## src/rtl/ram_sp_be_clr_if.sv

```systemverilog
// Access bus for the byte-enabled scratch RAM: request, clear pulse and read-back.
// The client drives the master side and must hold off while busy is high.
interface ram_sp_be_clr_if #(
    parameter int DATA_WIDTH = 32,
    parameter int ADDR_WIDTH = 5
);
    logic                      cen;
    logic                      wen;
    logic [DATA_WIDTH/8-1:0]   be;
    logic [ADDR_WIDTH-1:0]     addr;
    logic [DATA_WIDTH-1:0]     din;
    logic                      clr;
    logic                      busy;
    logic [DATA_WIDTH-1:0]     dout;
    logic                      dout_valid;

    modport master (
        output cen, wen, be, addr, din, clr,
        input  busy, dout, dout_valid
    );

    modport slave (
        input  cen, wen, be, addr, din, clr,
        output busy, dout, dout_valid
    );
endinterface

```

## src/rtl/ram_sp_be_clr.sv

```systemverilog
// Single-port RAM with byte-lane writes, selectable read-during-write behaviour and
// a clear engine that zeroes every word after reset or on a clr pulse.
module ram_sp_be_clr #(
    parameter int DATA_WIDTH = 32,
    parameter int ADDR_WIDTH = 5,
    parameter int RDW_MODE   = 0
) (
    input  logic                 clk,
    input  logic                 reset,
    ram_sp_be_clr_if.slave       bus
);
    localparam int DEPTH     = 2 ** ADDR_WIDTH;
    localparam int NUM_LANES = DATA_WIDTH / 8;

    typedef enum logic {IDLE, CLEAR} state_e;

    state_e                  state_q, state_d;
    logic [ADDR_WIDTH-1:0]   clr_addr_q, clr_addr_d;
    logic                    dout_valid_q;
    logic                    clearing;
    logic                    acc;
    logic                    wr_acc;
    logic                    rd_acc;
    logic [DATA_WIDTH-1:0]   dout_w;

    assign clearing = (state_q == CLEAR);
    // A clr pulse in IDLE takes priority over a simultaneous access.
    assign acc      = bus.cen && !clearing && !bus.clr;
    assign wr_acc   = acc && bus.wen;
    assign rd_acc   = acc && !bus.wen;

    always_ff @(posedge clk) begin
        if (reset) begin
            state_q      <= CLEAR;
            clr_addr_q   <= '0;
            dout_valid_q <= 1'b0;
        end else begin
            state_q      <= state_d;
            clr_addr_q   <= clr_addr_d;
            dout_valid_q <= rd_acc;
        end
    end

    always_comb begin
        state_d    = state_q;
        clr_addr_d = clr_addr_q;
        case (state_q)
            IDLE: begin
                if (bus.clr) begin
                    state_d    = CLEAR;
                    clr_addr_d = '0;
                end
            end
            CLEAR: begin
                clr_addr_d = clr_addr_q + 1'b1;
                if (&clr_addr_q) begin
                    state_d = IDLE;
                end
            end
            default: state_d = CLEAR;
        endcase
    end

    // Each byte lane is its own narrow RAM so byte writes map onto plain block RAM.
    genvar gi;
    generate
        for (gi = 0; gi < NUM_LANES; gi++) begin : g_lane
            logic [7:0]            mem_q [DEPTH];
            logic [7:0]            lane_dout_q;
            logic                  lane_we;
            logic [ADDR_WIDTH-1:0] lane_waddr;
            logic [7:0]            lane_wdata;
            logic [7:0]            lane_din;

            assign lane_din   = bus.din[8*gi +: 8];
            assign lane_we    = clearing || (wr_acc && bus.be[gi]);
            assign lane_waddr = clearing ? clr_addr_q : bus.addr;
            assign lane_wdata = clearing ? 8'h00 : lane_din;

            always_ff @(posedge clk) begin
                if (!reset && lane_we) begin
                    mem_q[lane_waddr] <= lane_wdata;
                end
            end

            always_ff @(posedge clk) begin
                if (reset) begin
                    lane_dout_q <= '0;
                end else if (acc) begin
                    if ((RDW_MODE != 0) && wr_acc && bus.be[gi]) begin
                        lane_dout_q <= lane_din;
                    end else begin
                        lane_dout_q <= mem_q[bus.addr];
                    end
                end
            end

            assign dout_w[8*gi +: 8] = lane_dout_q;
        end
    endgenerate

    assign bus.busy       = reset || clearing;
    assign bus.dout       = dout_w;
    assign bus.dout_valid = dout_valid_q;
endmodule

```

## src/flat_wrapper.sv

```systemverilog
// flat-port wrapper written by rule: the top's interface ports become plain ports
module ram_sp_be_clr_flat 
#(
    parameter int DATA_WIDTH = 32,
    parameter int ADDR_WIDTH = 5,
    parameter int RDW_MODE   = 0
)
  (clk, reset, bus_cen, bus_wen, bus_be, bus_addr, bus_din, bus_clr, bus_busy, bus_dout, bus_dout_valid);
  ram_sp_be_clr_if #(.DATA_WIDTH(DATA_WIDTH), .ADDR_WIDTH(ADDR_WIDTH)) bus_i ();
  input  logic clk;
  input  logic reset;
  input wire logic [$bits(bus_i.cen)-1:0] bus_cen;
  input wire logic [$bits(bus_i.wen)-1:0] bus_wen;
  input wire logic [$bits(bus_i.be)-1:0] bus_be;
  input wire logic [$bits(bus_i.addr)-1:0] bus_addr;
  input wire logic [$bits(bus_i.din)-1:0] bus_din;
  input wire logic [$bits(bus_i.clr)-1:0] bus_clr;
  output wire logic [$bits(bus_i.busy)-1:0] bus_busy;
  output wire logic [$bits(bus_i.dout)-1:0] bus_dout;
  output wire logic [$bits(bus_i.dout_valid)-1:0] bus_dout_valid;
  assign bus_i.cen = bus_cen;
  assign bus_i.wen = bus_wen;
  assign bus_i.be = bus_be;
  assign bus_i.addr = bus_addr;
  assign bus_i.din = bus_din;
  assign bus_i.clr = bus_clr;
  assign bus_busy = bus_i.busy;
  assign bus_dout = bus_i.dout;
  assign bus_dout_valid = bus_i.dout_valid;
  ram_sp_be_clr #(.DATA_WIDTH(DATA_WIDTH), .ADDR_WIDTH(ADDR_WIDTH), .RDW_MODE(RDW_MODE)) u_core (.clk(clk), .reset(reset), .bus(bus_i));
endmodule
```

## config.mk

```make
export PLATFORM = sky130hd
export DESIGN_NAME = ram_sp_be_clr_flat
export DESIGN_NICKNAME = d
export VERILOG_FILES = /design/src/rtl/ram_sp_be_clr_if.sv /design/src/rtl/ram_sp_be_clr.sv /design/src/flat_wrapper.sv
export SDC_FILE = /design/constraint.sdc
export NUM_CORES = 1
export LEC_CHECK = 0
export CAP_MARGIN = 30
export CORE_MARGIN = 2
export CORE_UTILIZATION = 50
export DETAILED_ROUTE_END_ITERATION = 8
export DONT_BUFFER_PORTS = 1
export PLACE_DENSITY = 0.71
export SLEW_MARGIN = 15
export SYNTH_ARGS = -nofsm -noshare
export SYNTH_HDL_FRONTEND = slang
export SYNTH_SLANG_ARGS = --single-unit
```

## constraint.sdc

```tcl
create_clock -name clk -period 4.3 [get_ports clk]
set_input_delay 0.86 -clock clk [delete_from_list [all_inputs] [get_ports clk]]
set_output_delay 0.86 -clock clk [all_outputs]
set_load 0.01 [all_outputs]
```

==> impl_metrics.csv, run 1 <==
group,metric,value,unit
placed_design,dpl.hpwl,60800,um
sta,fin_crit_sh,97.1,%
sta,setup_viol,0,
clock_network,cts_buffers,100,
clock_network,cts_resized,0,
clock_network,cts_hold_buf,0,
grt,grt_first_pass_wirelength,146000,um
worst_setup_path,criticalPathCategory,"in2reg",
sta,rsz0062_at_grt,"no",
synthesis,syn_nets,2529,
clock_network,clkTransAtPathRegs,0.06,ns
sta,clock-skew-final,0.0265,ns
floorplanning,fp.dieW,294,um
placed_design,place_congestion,0.805,
sta,worst_pin_slew,3.46,ns
floorplanning,dieArea,0.0865,mm^2
sta,drv_slew,448,
route,wl,100000,um
floorplanning,fp.dieH,294,um
status,violations,"max-slew violations",
route,dr.first_iter.drc_count,2803,
final_layout,final_nets,2548,
grt,antenna_found_initial,6,
pwr,switchingPower,4.06,mW
placed_design,dp.cells,3475,
floorplanning,io_pins,80,
worst_setup_path,cp.required,4.58,ns
route,num_vias,22518,
floorplanning,rows,106,
status,status,"finished with violations",
worst_setup_path,path_cells,"nor3_1 > a31oi_2 > buf_4 > nor2_1 > nand2_1 > nor2_1",
synthesis,synthCells,2481,
worst_setup_path,cpLargestDelayFamily,"simple AND/OR/NAND/NOR gates",
pwr,power.internal,16.7,mW
worst_setup_path,start_kind,"input pin",
pwr,power_density,445,mW/mm^2
route,ant_nets,0,
route,first_pass_iters,6,
job,drv_cap,0,
worst_setup_path,cp_max_fo,516,
floorplanning,coreArea,0.0834,mm^2
synthesis,synth_cell_types,34,
floorplanning,initial_utilization,50.4,%
worst_setup_path,path_buf_inv,1,
synthesis,ys_seq_area_share,75.0,%
clock_network,clk_latency,0.65,ns
route,wl_per_cell,27.4,um
pwr,clkPwrFrac,42.0,%
sta,fin_setup_tns,0,ns
grt,grt_use_total,22.9,%
sta,period_needed,4.18,ns
sta,slew_headroom,-131,%
clock_network,postCtsSetupBuffers,0,
route,drcViolationCount,0,
synthesis,synth_seq_cells,1063,
worst_setup_path,slowest_delay,0.95,ns
grt,grt_max_degree,517,
clock_network,cts_tree,"done",
final_layout,utilization,55.9,%
clock_network,cts_buffer_depth,3,
grt,grt_overflow,0,
worst_hold_path,hold_path_class,"in2reg",
worst_setup_path,endpoint_kind,"flip-flop",
pwr,p_seq_share,54.3,%
sta,fmax,239,MHz
worst_setup_path,crit_arrival,4.45,ns
synthesis,synth_area_per_cell,17.0,um^2
clock_network,clock_sinks,1063,
grt,first_global_vias,21968,
sta,holdWs,0.275,ns
placed_design,portBuffers,0,
worst_setup_path,cp_slowest_cell,"nor3_1",
synthesis,netlist_area,0.0421,mm^2
pwr,switching_share,19.6,%
clock_network,root_buffer,"clkbuf_16",
worst_setup_path,cp_common_cell,"nor2_1",
synthesis,yosys_warnings,0,
final_layout,final_cells,3662,
final_layout,drive_gt1_share,11.2,%
route,avgViaCountPerCell,6.15,
pwr,cellLeakagePower,16.2,nW
pwr,combPwrFrac,3.7,%
sta,final-hold-violation-count,0,
pwr,fin_total_pwr,20.8,mW
clock_network,htreeDepth,3,
pwr,peakVddDrop,0.000327,V
final_layout,syn_to_final_growth,10.9,%
[power groups by stage]
| stage | Sequential (mW) | Combinational, mW | Clock [mW] |
|---|---|---|---|
| after floorplan | 11.5 | 0.605 | 0 |
| after global placement | 11.5 | 0.678 | 0 |
| after detailed placement | 11.5 | 0.691 | 0 |
| after CTS | 11.3 | 0.693 | 8.81 |
| after global routing | 11.3 | 0.749 | 9.19 |
| final | 11.3 | 0.773 | 8.72 |
[flip-flops by register name (all words and copies together), names as in the netlist]
name / flops
u_core.clr_addr_q: 5
u_core.g_lane.lane_dout_q: 32
u_core.g_lane.mem_q: 1024
u_core.clearing: 1
u_core.bus.dout_valid: 1
[Yosys cell counts (all sizes together)]
| library cell | count | share of area (%) |
|---|---|---|
| nand3b | 3 | 0.054 |
| nand2 | 8 | 0.071 |
| nor3b | 5 | 0.089 |
| and2 | 2 | 0.030 |
| edfxtp | 1024 | 73 |
| dfxtp | 39 | 1.9 |
| nor3 | 28 | 0.33 |
| nor2 | 143 | 1.3 |
| buf | 70 | 1.3 |
| a41oi | 1 | 0.021 |
| mux2 | 2 | 0.054 |
| clkbuf | 96 | 0.87 |
| and3b | 1 | 0.021 |
| a22oi | 256 | 4.6 |
| ha | 2 | 0.059 |
| nand3 | 1 | 0.012 |
| or4 | 32 | 0.57 |
| nand2b | 4 | 0.059 |
| o21ai | 6 | 0.071 |
| or3 | 6 | 0.089 |
| nor2b | 35 | 0.52 |
| inv | 2 | 0.018 |
| a21oi | 133 | 1.6 |
| and3 | 1 | 0.015 |
| a31oi | 9 | 0.13 |
| mux2i | 515 | 12 |
| or2 | 25 | 0.37 |
| a211oi | 32 | 0.57 |
[stage by stage]
| stage | setup WS (ns) | cell area [um^2] |
|---|---|---|
| after floorplan | 1.24 | 42100 |
| after global placement | 0.931 | 43300 |
| after detailed placement | 0.838 | 43400 |
| after CTS | 1.07 | 46600 |
| after global routing | 1.08 | 46600 |
| final | 0.123 | 46600 |
[layout by cell type (no fill, tap or decap), types with 3 or more instances in the layout]
| cell | count |
|---|---|
| a22oi_1 | 256 |
| o21ai_0 | 4 |
| nor2_1 | 142 |
| clkbuf_16 | 103 |
| buf_4 | 73 |
| clkinv_2 | 14 |
| bufinv_16 | 11 |
| nor3b_1 | 5 |
| clkinv_1 | 19 |
| nand2_1 | 8 |
| clkbuf_8 | 3 |
| or2_2 | 25 |
| a31oi_1 | 8 |
| mux2i_1 | 515 |
| dfxtp_1 | 38 |
| edfxtp_1 | 1024 |
| clkbuf_1 | 27 |
| nor3_1 | 26 |
| nor2b_2 | 20 |
| buf_12 | 6 |
| or3_1 | 6 |
| nor2b_4 | 14 |
| a211oi_1 | 32 |
| clkinvlp_4 | 3 |
| nand3b_1 | 3 |
| nand2b_1 | 4 |
| a21oi_1 | 133 |
| or4_1 | 32 |
[final cells by class]
class	instances	area, um^2
flip-flops and latches	1063	31500
inverters	2	7.51
clock buffers	133	2720
fillers	6250	36800
diodes	2	5.00
multi-input cells	1250	9790
well taps	1080	1350
repair buffers	83	721
clock inverters	49	512
[path summary, 6_finish.rpt]
kind / slack [ns] / cells past startpoint / to / from
setup reg to reg: 1.10 / 6 / u_core.g_lane[0].mem_q[0][4]$_DFFE_PP_ / u_core.clearing$_SDFF_PP1_
setup / recovery: 0.12 / 6 / u_core.g_lane[0].mem_q[28][4]$_DFFE_PP_ / bus_addr[0]
hold / removal: 0.27 / 1 / u_core.clr_addr_q[1]$_SDFFE_PP0P_ / reset
hold reg to reg: 0.54 / 2 / u_core.g_lane[3].lane_dout_q[2]$_SDFFE_PP0N_ / u_core.g_lane[3].lane_dout_q[2]$_SDFFE_PP0N_
[metal layers]
metal  global-route usage [%]  routed length, um  up-vias
li1                         -                  -     9868
met1                     32.3              41700    11405
met2                     35.6              46400     1056
met3                     5.13               9010      179
met4                     7.63               3080       10
met5                        0                 92        -
[cell families after synthesis]
group / count (synthesis) / share of synthesized area, %
mux: 517 / 12.3
buf+inv: 168 / 2.21
compound gates: 437 / 6.95
flops: 1063 / 75.0
fa+ha+maj: 2 / 0.0595
simple gates: 294 / 3.51
No activity file was read; power rests on OpenSTA's default activity.
==> run 2: changes to the inputs <==
--- a/config.mk
+++ b/config.mk
@@ -7,10 +7,11 @@
 export LEC_CHECK = 0
 export CAP_MARGIN = 30
 export CORE_MARGIN = 2
-export CORE_UTILIZATION = 50
+export CORE_UTILIZATION = 45
 export DETAILED_ROUTE_END_ITERATION = 8
 export DONT_BUFFER_PORTS = 1
-export PLACE_DENSITY = 0.71
+export PLACE_DENSITY = 0.66
+export RECOVER_POWER = 25
 export SLEW_MARGIN = 15
 export SYNTH_ARGS = -nofsm -noshare
 export SYNTH_HDL_FRONTEND = slang
==> run 2 against run 1 <==
  * The run ends with max-capacitance violations, max-slew violations left
  * Final area rose by 0.46%
  * Sequential share of layout area fell by 0.32 points
  * Clock power rose by 5.5%
==> impl_metrics.csv, run 2 (synthesis results as in run 1) <==
group,metric,value,unit
clock_network,cts_resized,0,
worst_setup_path,path_cells,"buf_4 > a31oi_2 > or3_1 > nor2_1",
placed_design,place_congestion,0.834,
clock_network,cts_buffers,101,
worst_setup_path,start_kind,"flip-flop",
grt,grt_max_degree,517,
worst_setup_path,path_buf_inv,1,
grt,grt_overflow,0,
final_layout,regArea,0.0315,mm^2
sta,period_needed,3.36,ns
worst_setup_path,endpoint_kind,"flip-flop",
placed_design,dpl.hpwl,60000,um
worst_setup_path,slowest_delay,0.69,ns
final_layout,multi_input_area,0.00978,mm^2
final_layout,largestRegisters,"u_core.g_lane.mem_q (1024), u_core.g_lane.lane_dout_q (32), u_core.clr_addr_q (5)",
clock_network,cts_hold_buf,0,
sta,fin_setup_tns,0,ns
sta,fin_crit_sh,78.1,%
sta,drv_slew,660,
grt,first_global_vias,22136,
route,first_pass_iters,8,
final_layout,final_nets,2532,
final_layout,drive_gt1_share,10.2,%
clock_network,clk_latency,0.65,ns
sta,clock-skew-final,0.0166,ns
floorplanning,dieArea,0.0959,mm^2
floorplanning,io_pins,80,
job,drv_cap,20,
route,drcViolationCount,0,
worst_setup_path,cpLargestDelayFamily,"simple AND/OR/NAND/NOR gates",
final_layout,utilization,50.4,%
worst_setup_path,cp.required,4.58,ns
final_layout,syn_to_final_growth,11.4,%
placed_design,pre_cts_ws,1.05,ns
clock_network,postCtsSetupBuffers,0,
worst_setup_path,cp_max_fo,25,
floorplanning,fp.dieW,310,um
worst_setup_path,criticalPathCategory,"reg2reg",
grt,grt_first_pass_wirelength,147000,um
route,num_vias,22129,
sta,rsz0062_at_grt,"no",
route,wl_per_cell,26.4,um
clock_network,cts_buffer_depth,3,
pwr,power_density,452,mW/mm^2
sta,fmax,298,MHz
placed_design,portBuffers,0,
pwr,peakVddDrop,0.000344,V
sta,final-hold-violation-count,0,
grt,grt_use_total,21.0,%
route,ant_nets,0,
route,dr.first_iter.drc_count,2347,
floorplanning,fp.dieH,310,um
worst_setup_path,crit_arrival,3.63,ns
clock_network,clkTransAtPathRegs,0.06,ns
sta,slew_headroom,-44.0,%
worst_hold_path,min_path_cells,1,
clock_network,htreeDepth,3,
grt,antenna_found_initial,2,
pwr,fin_total_pwr,21.2,mW
final_layout,fillCellCount,7442,
floorplanning,rows,112,
route,avgViaCountPerCell,5.78,
clock_network,root_buffer,"clkbuf_16",
status,status,"finished with violations",
final_layout,largest_register_ffs,1024,
worst_setup_path,cp_slowest_cell,"dfxtp_1",
status,violations,"max-capacitance violations, max-slew violations",
pwr,cellLeakagePower,16.1,nW
final_layout,final_common_cell,"edfxtp_1",
sta,setup_viol,0,
worst_setup_path,cp.depth,4,
route,wl,101000,um
worst_setup_path,reg2reg_depth,4,
final_layout,regMostFlops,"u_core.g_lane.mem_q",
sta,worst_pin_slew,2.16,ns
clock_network,clock_sinks,1063,
floorplanning,coreArea,0.0929,mm^2
clock_network,cts_tree,"done",
worst_hold_path,hold_path_class,"in2reg",
final_layout,final_cell_mix,"1024 x edfxtp_1, 515 x mux2i_1, 256 x a22oi_1",
sta,layout_setup_ws,0.943,ns
floorplanning,initial_utilization,45.3,%
## run 2: changes by cell type in the layout (fill, tap and decap cells not counted), moves of 3 or more
cell / previous run / this run
nor2b_1: 1 / 5
clkbuf_8: 3 / 13
clkbuf_1: 27 / 45
buf_4: 73 / 42
nor2b_2: 20 / 16
clkinv_1: 19 / 14
bufinv_16: 11 / 14
buf_12: 6 / 3
## run 2: path summary, 6_finish.rpt
kind	startpoint	to	slack, ns
worst max-delay path	u_core.clearing$_SDFF_PP1_	u_core.g_lane[3].mem_q[31][6]$_DFFE_PP_	0.94
worst min-delay path	reset	u_core.g_lane[0].lane_dout_q[7]$_SDFFE_PP0N_	0.28
worst max register to register	u_core.clearing$_SDFF_PP1_	u_core.g_lane[3].mem_q[31][6]$_DFFE_PP_	0.94
worst min register to register	u_core.g_lane[0].lane_dout_q[0]$_SDFFE_PP0N_	u_core.g_lane[0].lane_dout_q[0]$_SDFFE_PP0N_	0.54
## run 2: cell type report
cell class,instances,area share (%)
tap,1254,3.35
antenna,2,0.0107
inverter,2,0.0160
sequential,1063,67.3
clock buffer,142,6.14
multi-input combinational,1250,20.9
clock inverter,50,1.32
timing repair buffer,66,1.02
## run 2: where the power goes
| group | internal [mW] | switching, mW |
|---|---|---|
| sequential | 11.2 | 0.0188 |
| combinational | 0.307 | 0.406 |
| clock | 5.50 | 3.70 |
| total | 17.1 | 4.12 |
## run 2: per-layer routing
| metal | GRT usage [%] | vias up | wire length, um |
|---|---|---|---|
| li1 | - | 9839 | - |
| met1 | 28.7 | 11181 | 41800 |
| met2 | 33.9 | 980 | 48200 |
| met3 | 4.71 | 129 | 8910 |
| met4 | 5.63 | 0 | 2160 |
| met5 | 0 | - | 0 |
## run 2: stage by stage
stage                     std cells  instance area [um^2]  hold slack (ns)
final                          3829                 46900            0.278
after global routing           3828                 46900            0.260
after CTS                      3826                 46900            0.252
after detailed placement       3634                 43400            0.542
after global placement         3634                 43400            0.539
after floorplan                2481                 42100            0.520
